## src/rtl/mem_stage.sv

```systemverilog
// Memory-access stage between the XM and MW latches: issues lw/sw over a
// req/ready handshake, stalls upstream while an access is outstanding.
module mem_stage #(
    parameter int unsigned ADDR_WIDTH = 12,
    parameter int unsigned WAIT_WIDTH = 4,
    parameter int unsigned MAX_WAIT   = 15
) (
    input  logic                  clk,
    input  logic                  reset,
    input  logic                  valid_in,
    input  logic [31:0]           PC_in,
    input  logic [31:0]           Instruction_in,
    input  logic [31:0]           alu_result,
    input  logic [31:0]           store_data,
    output logic                  dmem_req,
    output logic                  dmem_we,
    output logic [ADDR_WIDTH-1:0] dmem_addr,
    output logic [31:0]           dmem_wdata,
    input  logic                  dmem_ready,
    input  logic [31:0]           dmem_rdata,
    output logic                  stall_out,
    output logic                  mw_enable,
    output logic [31:0]           PC_out,
    output logic [31:0]           Instruction_out,
    output logic [31:0]           wdata_out,
    output logic [4:0]            Rd_XM_bypass,
    output logic                  bypass_valid,
    output logic                  mem_err
);

    localparam int unsigned DATA_W = 32;
    localparam int unsigned REG_W  = 5;
    localparam int unsigned OP_W   = 5;

    localparam logic [OP_W-1:0]  OP_LW      = 5'b01000;
    localparam logic [OP_W-1:0]  OP_SW      = 5'b00111;
    localparam logic [OP_W-1:0]  OP_JAL     = 5'b00011;
    localparam logic [OP_W-1:0]  OP_SETX    = 5'b10101;
    localparam logic [REG_W-1:0] REG_LINK   = 5'd31;
    localparam logic [REG_W-1:0] REG_STATUS = 5'd30;

    typedef enum logic {
        S_IDLE   = 1'b0,
        S_ACCESS = 1'b1
    } state_e;

    state_e                 state_q, state_d;
    logic [WAIT_WIDTH-1:0]  cnt_q, cnt_d;
    logic [DATA_W-1:0]      pc_q, pc_d;
    logic [DATA_W-1:0]      instr_q, instr_d;
    logic [DATA_W-1:0]      sdata_q, sdata_d;
    logic [ADDR_WIDTH-1:0]  addr_q, addr_d;
    logic                   req_q, req_d;
    logic                   we_q, we_d;
    logic                   err_q, err_d;

    logic [OP_W-1:0]        op_in;
    logic                   mem_in;
    logic                   cap_lw;
    logic                   at_limit;
    logic                   complete;

    // Destination register as seen by the bypass network; r0 never forwards.
    function automatic logic [REG_W-1:0] dest_reg(input logic [DATA_W-1:0] ins);
        logic [REG_W-1:0] rd;
        rd = ins[26:22];
        if (ins == '0) begin
            rd = '0;
        end else begin
            case (ins[31:27])
                OP_JAL:  rd = REG_LINK;
                OP_SETX: rd = REG_STATUS;
                OP_SW:   rd = '0;
                default: rd = ins[26:22];
            endcase
        end
        return rd;
    endfunction

    assign op_in    = Instruction_in[31:27];
    assign mem_in   = valid_in && ((op_in == OP_LW) || (op_in == OP_SW));
    assign cap_lw   = (instr_q[31:27] == OP_LW);
    assign at_limit = (cnt_q == WAIT_WIDTH'(MAX_WAIT));
    assign complete = (state_q == S_ACCESS) && (dmem_ready || at_limit);

    // Next-state and capture logic
    always_comb begin
        state_d = state_q;
        cnt_d   = cnt_q;
        pc_d    = pc_q;
        instr_d = instr_q;
        sdata_d = sdata_q;
        addr_d  = addr_q;
        req_d   = req_q;
        we_d    = we_q;
        err_d   = err_q;

        case (state_q)
            S_IDLE: begin
                if (mem_in) begin
                    state_d = S_ACCESS;
                    cnt_d   = '0;
                    pc_d    = PC_in;
                    instr_d = Instruction_in;
                    addr_d  = alu_result[ADDR_WIDTH-1:0];
                    sdata_d = store_data;
                    req_d   = 1'b1;
                    we_d    = (op_in == OP_SW);
                end
            end
            S_ACCESS: begin
                if (complete) begin
                    state_d = S_IDLE;
                    req_d   = 1'b0;
                    we_d    = 1'b0;
                    // A ready in the limit cycle is a normal completion.
                    if (!dmem_ready) begin
                        err_d = 1'b1;
                    end
                end else begin
                    cnt_d = cnt_q + WAIT_WIDTH'(1);
                end
            end
            default: begin
                state_d = S_IDLE;
            end
        endcase
    end

    always_ff @(posedge clk) begin
        if (reset) begin
            state_q <= S_IDLE;
            cnt_q   <= '0;
            pc_q    <= '0;
            instr_q <= '0;
            sdata_q <= '0;
            addr_q  <= '0;
            req_q   <= 1'b0;
            we_q    <= 1'b0;
            err_q   <= 1'b0;
        end else begin
            state_q <= state_d;
            cnt_q   <= cnt_d;
            pc_q    <= pc_d;
            instr_q <= instr_d;
            sdata_q <= sdata_d;
            addr_q  <= addr_d;
            req_q   <= req_d;
            we_q    <= we_d;
            err_q   <= err_d;
        end
    end

    // MW-facing outputs: pass-through in IDLE, captured values on completion
    always_comb begin
        stall_out       = 1'b0;
        PC_out          = PC_in;
        Instruction_out = '0;
        wdata_out       = '0;
        bypass_valid    = 1'b0;

        case (state_q)
            S_IDLE: begin
                if (mem_in) begin
                    stall_out = 1'b1;
                end else if (valid_in) begin
                    Instruction_out = Instruction_in;
                    wdata_out       = alu_result;
                    bypass_valid    = 1'b1;
                end
            end
            S_ACCESS: begin
                PC_out = pc_q;
                if (complete) begin
                    Instruction_out = instr_q;
                    bypass_valid    = cap_lw;
                    if (dmem_ready) begin
                        wdata_out = cap_lw ? dmem_rdata : DATA_W'(addr_q);
                    end
                end else begin
                    stall_out = 1'b1;
                end
            end
            default: begin
                stall_out = 1'b0;
            end
        endcase
    end

    assign dmem_req     = req_q;
    assign dmem_we      = we_q;
    assign dmem_addr    = addr_q;
    assign dmem_wdata   = sdata_q;
    assign mem_err      = err_q;
    assign mw_enable    = 1'b1;
    assign Rd_XM_bypass = dest_reg(Instruction_out);

endmodule

```

## config.mk

```make
export PLATFORM = sky130hd
export DESIGN_NAME = mem_stage
export DESIGN_NICKNAME = d
export VERILOG_FILES = /design/src/rtl/mem_stage.sv
export SDC_FILE = /design/constraint.sdc
export NUM_CORES = 1
export LEC_CHECK = 0
export ABC_CLOCK_PERIOD_IN_PS = 2200
export CAP_MARGIN = 20
export CORE_AREA = 3 3 129 131
export CTS_BUF_LIST = sky130_fd_sc_hd__clkbuf_8
export DETAILED_ROUTE_END_ITERATION = 10
export DIE_AREA = 0 0 132 134
export PLACE_DENSITY = 0.82
export RECOVER_POWER = 100
export SLEW_MARGIN = 20
export SYNTH_ARGS = -nofsm -noshare
export SYNTH_HDL_FRONTEND = slang
export SYNTH_SLANG_ARGS = --single-unit
```

## constraint.sdc

```tcl
create_clock -name clk -period 2.2 [get_ports clk]
set_input_delay 0.44 -clock clk [delete_from_list [all_inputs] [get_ports clk]]
set_output_delay 0.44 -clock clk [all_outputs]
set_load 0.05 [all_outputs]
```

* Word level (Yosys, flattened, before mapping)
Index checks and enable logic that the tools add are counted.
** Cells by class
- Add/subtract/negate cells :: 1
- Eq/ne operators :: 10
- Mux-type cells :: 28
- Bitwise gates (word level) :: 2
- Reduce and logical (&&, ||, !) cells :: 9
** Operators by type and width (count)
- $mux W32 :: 9
- $pmux W32 S2 :: 2
- $logic_not A32 Y1 :: 1
- $pmux W5 S3 :: 1
- $eq A5 B3 Y1 const B :: 2
- $eq A5 B4 Y1 const B :: 2
- $mux W1 :: 8
- $mux W4 :: 2
- $pmux W1 S2 :: 4
- $pmux W4 S2 :: 1
- $reduce_and A2 Y1 :: 3
- $eq A5 B2 Y1 const B :: 1
- $eq A5 B5 Y1 const B :: 1
- $mux W5 :: 1
- $add A4 B1 Y4 const B :: 1
- $eq A4 B4 Y1 const B :: 1
- $ne A2 B2 Y1 const B :: 2
- $reduce_and A3 Y1 :: 1
- $logic_and A1 B1 Y1 :: 2
- $logic_or A1 B1 Y1 :: 2
- $ne A2 B1 Y1 const B :: 1
- $not A1 Y1 :: 2
** Storage, ports and cells
- Register bits after elaboration :: 116
- Input port bits :: 164
- Output and inout port bits :: 151
- Word-level logic and storage cells :: 59

* Depth between registers and ports, before layout
Gate-level depths: netlist (run 1).
- Depth after elaboration :: 8
- Mapped depth :: 8
- Mapped depth without buffers :: 7

* Least setup slack after synthesis (run 1)
Ideal clock, no wire load.
- Kind :: input port to output port
- Start :: input port valid_in
- End :: output port Rd_XM_bypass[1]
- Arrival time :: 3100 ps
- Required time :: 1760 ps
- Path slack :: -1340 ps
- Cell stages on the path :: 5
- Buffers on the path :: 0
- Cell sequence :: nand2b_1 o32ai_1 a21oi_1 and4_1 o22ai_1
** Between the ends
- Longest elaborated chain between the ends :: 6
- Elaborated cells on any way between the ends :: 10
- Classes of those cells :: 3 x eq/ne; 5 x mux; 2 x reduce/logical
** RTL lines
- start: declaration :: RTL line 10 : input logic valid_in,
- $mux W32 or $logic_and A1 B1 Y1 (tied branches) :: RTL line 166, 81
- $mux W32 * :: RTL line 164 : if (mem_in) begin
- $pmux W32 S2 * :: RTL line 162 : case (state_q)
- named net Instruction_out[30] :: RTL line 24 : output logic [31:0] Instruction_out,
- $eq A5 B3 Y1 (tied with other cells) :: RTL line 70 : case (ins[31:27])
- $pmux W5 S3 :: RTL line 70
- $mux W5 * :: RTL line 67 : if (ins == '0) begin
- end: declaration :: RTL line 26 : output logic [4:0] Rd_XM_bypass,
Mark *: on every way through the listed nets, which the timed path passes. The rest lies on a longest branch.

* Worst setup path in the final report (run 1)
- Start :: input port Instruction_in[28]
- End :: output port Instruction_out[7]
** Between the ends
- Longest elaborated chain between the ends :: 5
- Elaborated cells on any way between the ends :: 6
- Classes of those cells :: 2 x eq/ne; 2 x mux; 2 x reduce/logical
** RTL lines
- start: declaration :: RTL line 12 : input logic [31:0] Instruction_in,
- $eq A5 B4 Y1 or $eq A5 B3 Y1 (tied branches) :: RTL line 81 : assign mem_in = valid_in && ((op_in == OP_LW) || (op_in == OP_SW));
- $logic_or A1 B1 Y1 * :: RTL line 81
- $logic_and A1 B1 Y1 * :: RTL line 81
- $mux W32 * :: RTL line 164
- $pmux W32 S2 * :: RTL line 162
- end: declaration :: RTL line 24
Mark *: on every way between the ends. The rest lies on a longest branch, timed or not.

==> impl_metrics.tcl, run 1 <==
set metrics [dict create \
    cts_tree "done" \
    pwr-share-comb_pct 29.8 \
    slew_headroom_pct 62.45 \
    r2r_start "state_q$_SDFF_PP0_" \
    syn_area_sq_um 5414 \
    nFillCells 1088 \
    finalHoldViolCount 0 \
    wl_met1_mm 9.072 \
    period_minus_slack_ps 2687 \
    insertion_delay_ps 440 \
    critPathRequiredTime_ps 1760 \
    irDropWorstVdd_mv 0.3867 \
    drive_above_1_share_pct 35.83 \
    fmax_mhz 372.2 \
    synth_cell_type_count 45 \
    fin_nets 1221 \
    die_x_microns 132 \
    critical_path.max_fanout 6 \
    ant_nets 0 \
    routed_wl_mm 24.26 \
    start_util_pct 34.46 \
    drc 0 \
    layout_commonest_cell "nand2_1" \
    arrival_ps 2250 \
    worstSetupEndpointType "output port" \
    syn_inst 688 \
    mostFrequentLayoutCells "216 x nand2_1, 201 x clkdlybuf4s50_1, 113 x dfxtp_1, 110 x a21oi_1, 81 x buf_4" \
    wl_per_cell_microns 18.85 \
    total_power_mw 6.115 \
    status "finished with violations" \
    grt_pass1_wl_mm 35.83 \
    setup_viol_count_final 77 \
    cts_buffers 17 \
    pwr_density_cell_nw_per_um2 537.2 \
    swShare_pct 33.07 \
    min_from "dmem_wdata[4]$_SDFFE_PP0P_" \
    grt_usage_pct 25.55 \
    hold_class "flop to flop" \
    synth.yosys.warnings 0 \
    dr_wl_met3_mm 1.652 \
    setup_slack_ps -486.9 \
    dieHeight_microns 134 \
    ff_latch_area_sq_um 2328 \
    yosysSeqAreaShare_pct 42.89 \
    hpwl_mm 15.84 \
    seqPwrFrac_pct 35.0 \
    num_vias 6506 \
    synth_seq_cells 116 \
    dr.max_layer_used "met4" \
    worst_pin_slew_ps 561.6 \
    coreArea_sq_um 15710 \
    fin_util_pct 72.45 \
    fin_crit_sh_pct 122.1 \
    cts_buffer_depth 2 \
    path_clk_slew_ps 80 \
    rows 46 \
    internal_power_mw 4.093 \
    antenna_found_initial 2 \
    drv_slew 0 \
    gp_congestion 0.8341 \
    ioPinCount 315 \
    clockRootBuffer "clkbuf_8" \
    rsz0062_at_grt "yes" \
    dieArea_sq_um 17690 \
    clock_skew_ps 14.29 \
    avgSynthCellArea_sq_um 7.869 \
    syn_to_final_growth_pct 110.3 \
    drt-initial-drc-count 267 \
    gr-total-overflow 0 \
    place_worst_setup_slack_ps -730.7 \
    path_class "primary input to output port" \
    first_pass_iters 5 \
    multi_input_area_sq_um 3710 \
    power.leakage_nw 4.407 \
    startpoint_type "primary input" \
    htreeDepth 4 \
    synth_nets 853 \
    violations "negative setup slack" \
    grt_pass1_vias 6601 \
    clkPwrFrac_pct 35.1 \
    finish.instance_area_sq_um 11380 \
    viasPerCell 5.055 \
    grt_max_degree 53 \
    numPortBuffers 313 \
    wl_met2_mm 12.78 \
    placed_area_sq_um 10010 \
    p_sw_mw 2.022 \
    postCtsHoldBufs 0 \
    drv_cap 0 \
    cts.sinks 116 \
    startpoint "Instruction_in[28]" \
]
[metrics by stage]
step / cells / setup TNS, ps / hold WS, ps
after floorplan: 688 / -9220 / 432.9
after global placement: 1216 / -85100 / 438.9
after detailed placement: 1216 / -87840 / 447.1
after CTS: 1277 / -29090 / 407.1
after global routing: 1287 / -37770 / 453.6
final: 1287 / -26150 / 453.9
[synthesized netlist by cell type, drive strengths merged]
library cell,n,share of area [%]
a32o,3,0.55
a21o,2,0.28
o22ai,4,0.46
nor4,2,0.23
or4b,1,0.25
o32ai,1,0.16
a22oi,4,0.55
nor2,12,0.83
nand3b,1,0.14
nand3,4,0.37
and4,1,0.16
nand2b,1,0.12
clkbuf,34,2.4
a21oi,111,10
and2,2,0.23
o211ai,2,0.28
inv,9,0.62
a211oi,2,0.37
nor2b,2,0.23
a31o,1,0.16
nand2,228,16
o21a,3,0.42
conb,1,0.069
nor3b,1,0.14
buf,24,2.5
a211o,1,0.16
nand4b,1,0.28
o21ai,13,1.2
mux2i,13,2.4
or3,2,0.23
a311oi,1,0.16
a32oi,3,0.49
nor3,2,0.28
a22o,44,7.1
mux2,32,6.7
a31oi,2,0.23
or2,1,0.12
ha,1,0.23
dfxtp,116,43
[kinds of logic (layout without fill, tap and decap cells)]
family | Yosys count | after routing | synth area share [%]
fa+ha+maj | 1 | 1 | 0.2311
simple gates | 261 | 261 | 19.41
other cells | 1 | 3 | 0.06927
compound gates | 197 | 197 | 22.86
flops | 116 | 116 | 42.89
mux | 45 | 45 | 9.059
buf+inv | 67 | 448 | 5.477
[per-layer routing]
layer  GRT usage, %  vias to the layer above
met5              0                        -
met4          9.627                        0
met3          7.914                       51
met2          46.49                      276
met1          27.88                     3065
li1               -                     3114
[state kept, by name, indices dropped and copies added (netlist names)]
name and flops:
dmem_wdata 32, instr_q 32, pc_q 32, dmem_addr 12, cnt_q 4, dmem_req 1, dmem_we 1, mem_err 1
state_q 1
[critical path, stage by stage]
cell and delay, ps:
buf_6 90, or4b_4 530, a21o_1 200, and2_4 170, buf_12 150, buf_12 140, clkbuf_16 150, a22o_4 210
buf_6 150
[final timing paths]
path / slack (ps) / to / cells after the start
min reg2reg: 450 / dmem_wdata[4]$_SDFFE_PP0P_ / 2
max reg2reg: 20 / instr_q[3]$_SDFFE_PP0P_ / 8
min: 450 / dmem_wdata[4]$_SDFFE_PP0P_ / 2
max: -490 / Instruction_out[7] / 9
[power groups by stage]
stage / Combinational, mW / Sequential, mW / Clock [mW]
after floorplan: 0.818 / 2.23 / 0
after global placement: 1.59 / 2.19 / 0
after detailed placement: 1.61 / 2.19 / 0
after CTS: 1.78 / 2.14 / 2.19
after global routing: 1.89 / 2.15 / 2.28
final: 1.82 / 2.14 / 2.15
[cell type report]
class	instances	area share, %
Sequential cell	116	20.46
Tap cell	216	2.374
Antenna cell	2	0.04397
Clock inverter	15	1.627
Multi-Input combinational cell	505	32.59
Timing Repair Buffer	407	40.54
Clock buffer	17	2.055
Inverter	9	0.3188
[timing repair]
action	in CTS	in global routing
setup endpoints to repair	105	76
gates cloned	6	5
setup buffers	29	5
pin swaps	30	21
resized for setup	129	15
No activity file was read; power rests on OpenSTA's default activity.
==> run 2: changes to the inputs <==
ABC_AREA = 1   (was default)
CORE_AREA = 3 3 143 117   (was 3 3 129 131)
DIE_AREA = 0 0 146 120   (was 0 0 132 134)
PLACE_DENSITY = 0.84   (was 0.82)
==> run 2 against run 1 <==
Net effect:
- the run still ends with negative setup slack left
- area after synthesis up 2.3%
- power up 8.0%
- first-iteration DRC count is 64% higher
- sequential power rose by 2%
==> impl_metrics.tcl, run 2 <==
set metrics [dict create \
    syn_inst 839 \
    synth_top_area_share_pct 41.92 \
    first_pass_iters 6 \
    synth_mux_area_share_pct 0 \
    synth_most_common_cell "nand2_1" \
    grt_pass1_wl_mm 37.74 \
    period_minus_slack_ps 2629 \
    async_flop_share_pct 0 \
    clkPwrFrac_pct 37.0 \
    synthAdderAreaFrac_pct 0.2258 \
    rows 41 \
    worst_pin_slew_ps 594.6 \
    min_from "dmem_req$_SDFFE_PP0P_" \
    synth_area_leader_cell "dfxtp_1" \
    seqPwrFrac_pct 33.0 \
    hold_class "flop to flop" \
    rrSetupSlack_ps 490 \
    cts_buffers 17 \
    cts_buffer_depth 2 \
    r2r_start "state_q$_SDFF_PP0_" \
    total_power_mw 6.605 \
    pwr_density_cell_nw_per_um2 545.8 \
    grt_pass1_vias 7165 \
    internal_power_mw 4.610 \
    start_util_pct 35.64 \
    drv_slew 0 \
    coreArea_sq_um 15540 \
    hold_path_end "dmem_req$_SDFFE_PP0P_" \
    fin_crit_sh_pct 119.5 \
    insertion_delay_ps 440 \
    pwr-share-comb_pct 30.0 \
    wl_per_cell_microns 19.19 \
    swShare_pct 30.21 \
    whs_ps 479.1 \
    num_vias 7461 \
    layout_commonest_cell "clkdlybuf4s50_1" \
    dieArea_sq_um 17520 \
    path_class "flop to output port" \
    synthSimpleGateAreaFrac_pct 26.33 \
    gr-total-overflow 0 \
    ioPinCount 315 \
    synth_top_family_by_area "simple AND/OR/NAND/NOR gates" \
    die_x_microns 146 \
    synth_edf_count 0 \
    drv_cap 0 \
    critical_path.max_fanout 3 \
    setup_viol_count_final 68 \
    p_sw_mw 1.995 \
    slew_headroom_pct 60.23 \
    startpoint_type "flop" \
    avgSynthCellArea_sq_um 6.603 \
    htreeDepth 4 \
    fmax_mhz 380.4 \
    violations "negative setup slack" \
    drc 0 \
    path_clk_slew_ps 70 \
    dieHeight_microns 120 \
    routed_wl_mm 27.49 \
    yosysSeqAreaShare_pct 41.92 \
    synth_nets 1004 \
    gp_congestion 0.8610 \
    worstSetupEndpointType "output port" \
    whs_path_depth 2 \
    diodes 0 \
    fin_nets 1370 \
    grt_usage_pct 26.89 \
    setup_slack_ps -429.0 \
    syn_to_final_growth_pct 118.4 \
    mostFrequentLayoutCells "196 x clkdlybuf4s50_1, 146 x nand2_1, 144 x nor2_1, 109 x dfxtp_1, 103 x o21ai_0" \
    place_worst_setup_slack_ps -519.4 \
    synthFlopType "dfxtp_1" \
    ant_nets 0 \
    reg2regPathDepth 8 \
    netlist_top_cells_area "dfxtp_1 42%, nand2_1 12%, o21ai_0 12%, nor2_1 11%, inv_1 5.0%" \
    synth.yosys.warnings 0 \
    synth_xor_area_share_pct 0.1581 \
    synth_compound_area_share_pct 20.71 \
    grt_max_degree 43 \
    irDropWorstVdd_mv 0.4651 \
    drt-initial-drc-count 438 \
    cts.sinks 116 \
    arrival_ps 2190 \
    synth_cell_type_count 29 \
    drive_above_1_share_pct 31.03 \
    clock_skew_ps 9.962 \
    finalHoldViolCount 0 \
    stdcell_count 1433 \
    viasPerCell 5.207 \
    numPortBuffers 313 \
    syn_area_sq_um 5540 \
    antenna_found_initial 0 \
    cts_tree "done" \
    fin_util_pct 77.86 \
    dpl.cell_count 1363 \
    critPathRequiredTime_ps 1760 \
    rsz0062_at_grt "yes" \
    r2r-end "instr_q[18]$_SDFFE_PP0P_" \
    hpwl_mm 15.99 \
    status "finished with violations" \
    postCtsHoldBufs 0 \
    nFillCells 940 \
    synth_seq_cells 116 \
    synthTopCellsByCount "178 x nand2_1, 167 x nor2_1, 130 x o21ai_0, 116 x dfxtp_1, 74 x inv_1" \
    clockRootBuffer "clkbuf_8" \
    power.leakage_nw 5.210 \
]
[run 2: changes by cell type after synthesis, sizes merged, moves of 32 or more]
cell / delta
inv: +69
o21ai: +121
nand2: -43
mux2: -32
nor2: +158
a21oi: -63
a22o: -44
[run 2: worst max-delay path, stage by stage (launching register included)]
cell and delay, ps:
dfxtp_2 360, ha_4 150, nand3_4 80, nand2_4 100, nand2_4 80, buf_6 130
nor2_4 120, nor2_4 60, nor2_2 140, nand2_2 90, buf_4 150, nand3_2 80
nand2_2 60, buf_12 150
[run 2: layout make-up]
type | instances | area [sq um] | area share [%]
clock buffers | 20 | 275.3 | 2.275
clock inverters | 12 | 209.0 | 1.727
inverters | 78 | 320.3 | 2.647
multi-input cells | 587 | 3750 | 30.99
flip-flops and latches | 116 | 2333 | 19.28
well taps | 215 | 269.0 | 2.223
repair buffers | 405 | 4945 | 40.86
[run 2: kinds of logic after synthesis]
group / count (synthesis)
simple gates: 369
compound gates: 215
buf+inv: 136
flops: 116
xor+xnor: 1
fa+ha+maj: 1
other cells: 1
[run 2: stage by stage]
step	area [sq um]	TNS [ps]
after global placement	10040	-21900
after floorplan	5782	-3623
after detailed placement	10040	-24760
after global routing	12100	-19210
after CTS	11580	-11180
final	12100	-14140
[run 2: power groups by stage]
stage	registers, mW	clock network (mW)	logic (mW)
after CTS	2.18	2.45	1.90
after floorplan	2.29	0	0.748
after detailed placement	2.22	0	1.70
final	2.18	2.44	1.98
after global placement	2.22	0	1.69
after global routing	2.18	2.57	2.05
[run 2: what timing repair did]
item	4_1_cts	5_1_grt
gates cloned	7	4
setup buffers	21	14
setup endpoints to repair	103	91
resized for setup	151	105
pin swaps	30	30
[run 2: how the worst max path moves through the flow]
stage                                   startpoint               to  slack [ps]
final                        cnt_q[0]$_SDFFE_PP0P_  Rd_XM_bypass[0]        -430
after global routing         cnt_q[0]$_SDFFE_PP0P_  Rd_XM_bypass[0]        -520
after CTS                    cnt_q[1]$_SDFFE_PP0P_  Rd_XM_bypass[2]        -300
after detailed placement        Instruction_in[27]  Rd_XM_bypass[3]        -520
after global placement          Instruction_in[28]  Rd_XM_bypass[3]        -460
after floorplan           instr_q[27]$_SDFFE_PP0P_     wdata_out[5]        -420
[run 2: metal layers]
layer / global-route usage, % / share of wire, %
met1: 31.64 / 38
met2: 45.14 / 50
met3: 9.098 / 8.0
met4: 11.10 / 4.0
met5: 0 / 0
==> run 3: changes to the inputs <==
ABC_CLOCK_PERIOD_IN_PS = default   (was 2200)
==> results of run 3 <==
The final DEF is identical to that of run 2; final timing and power are the same.
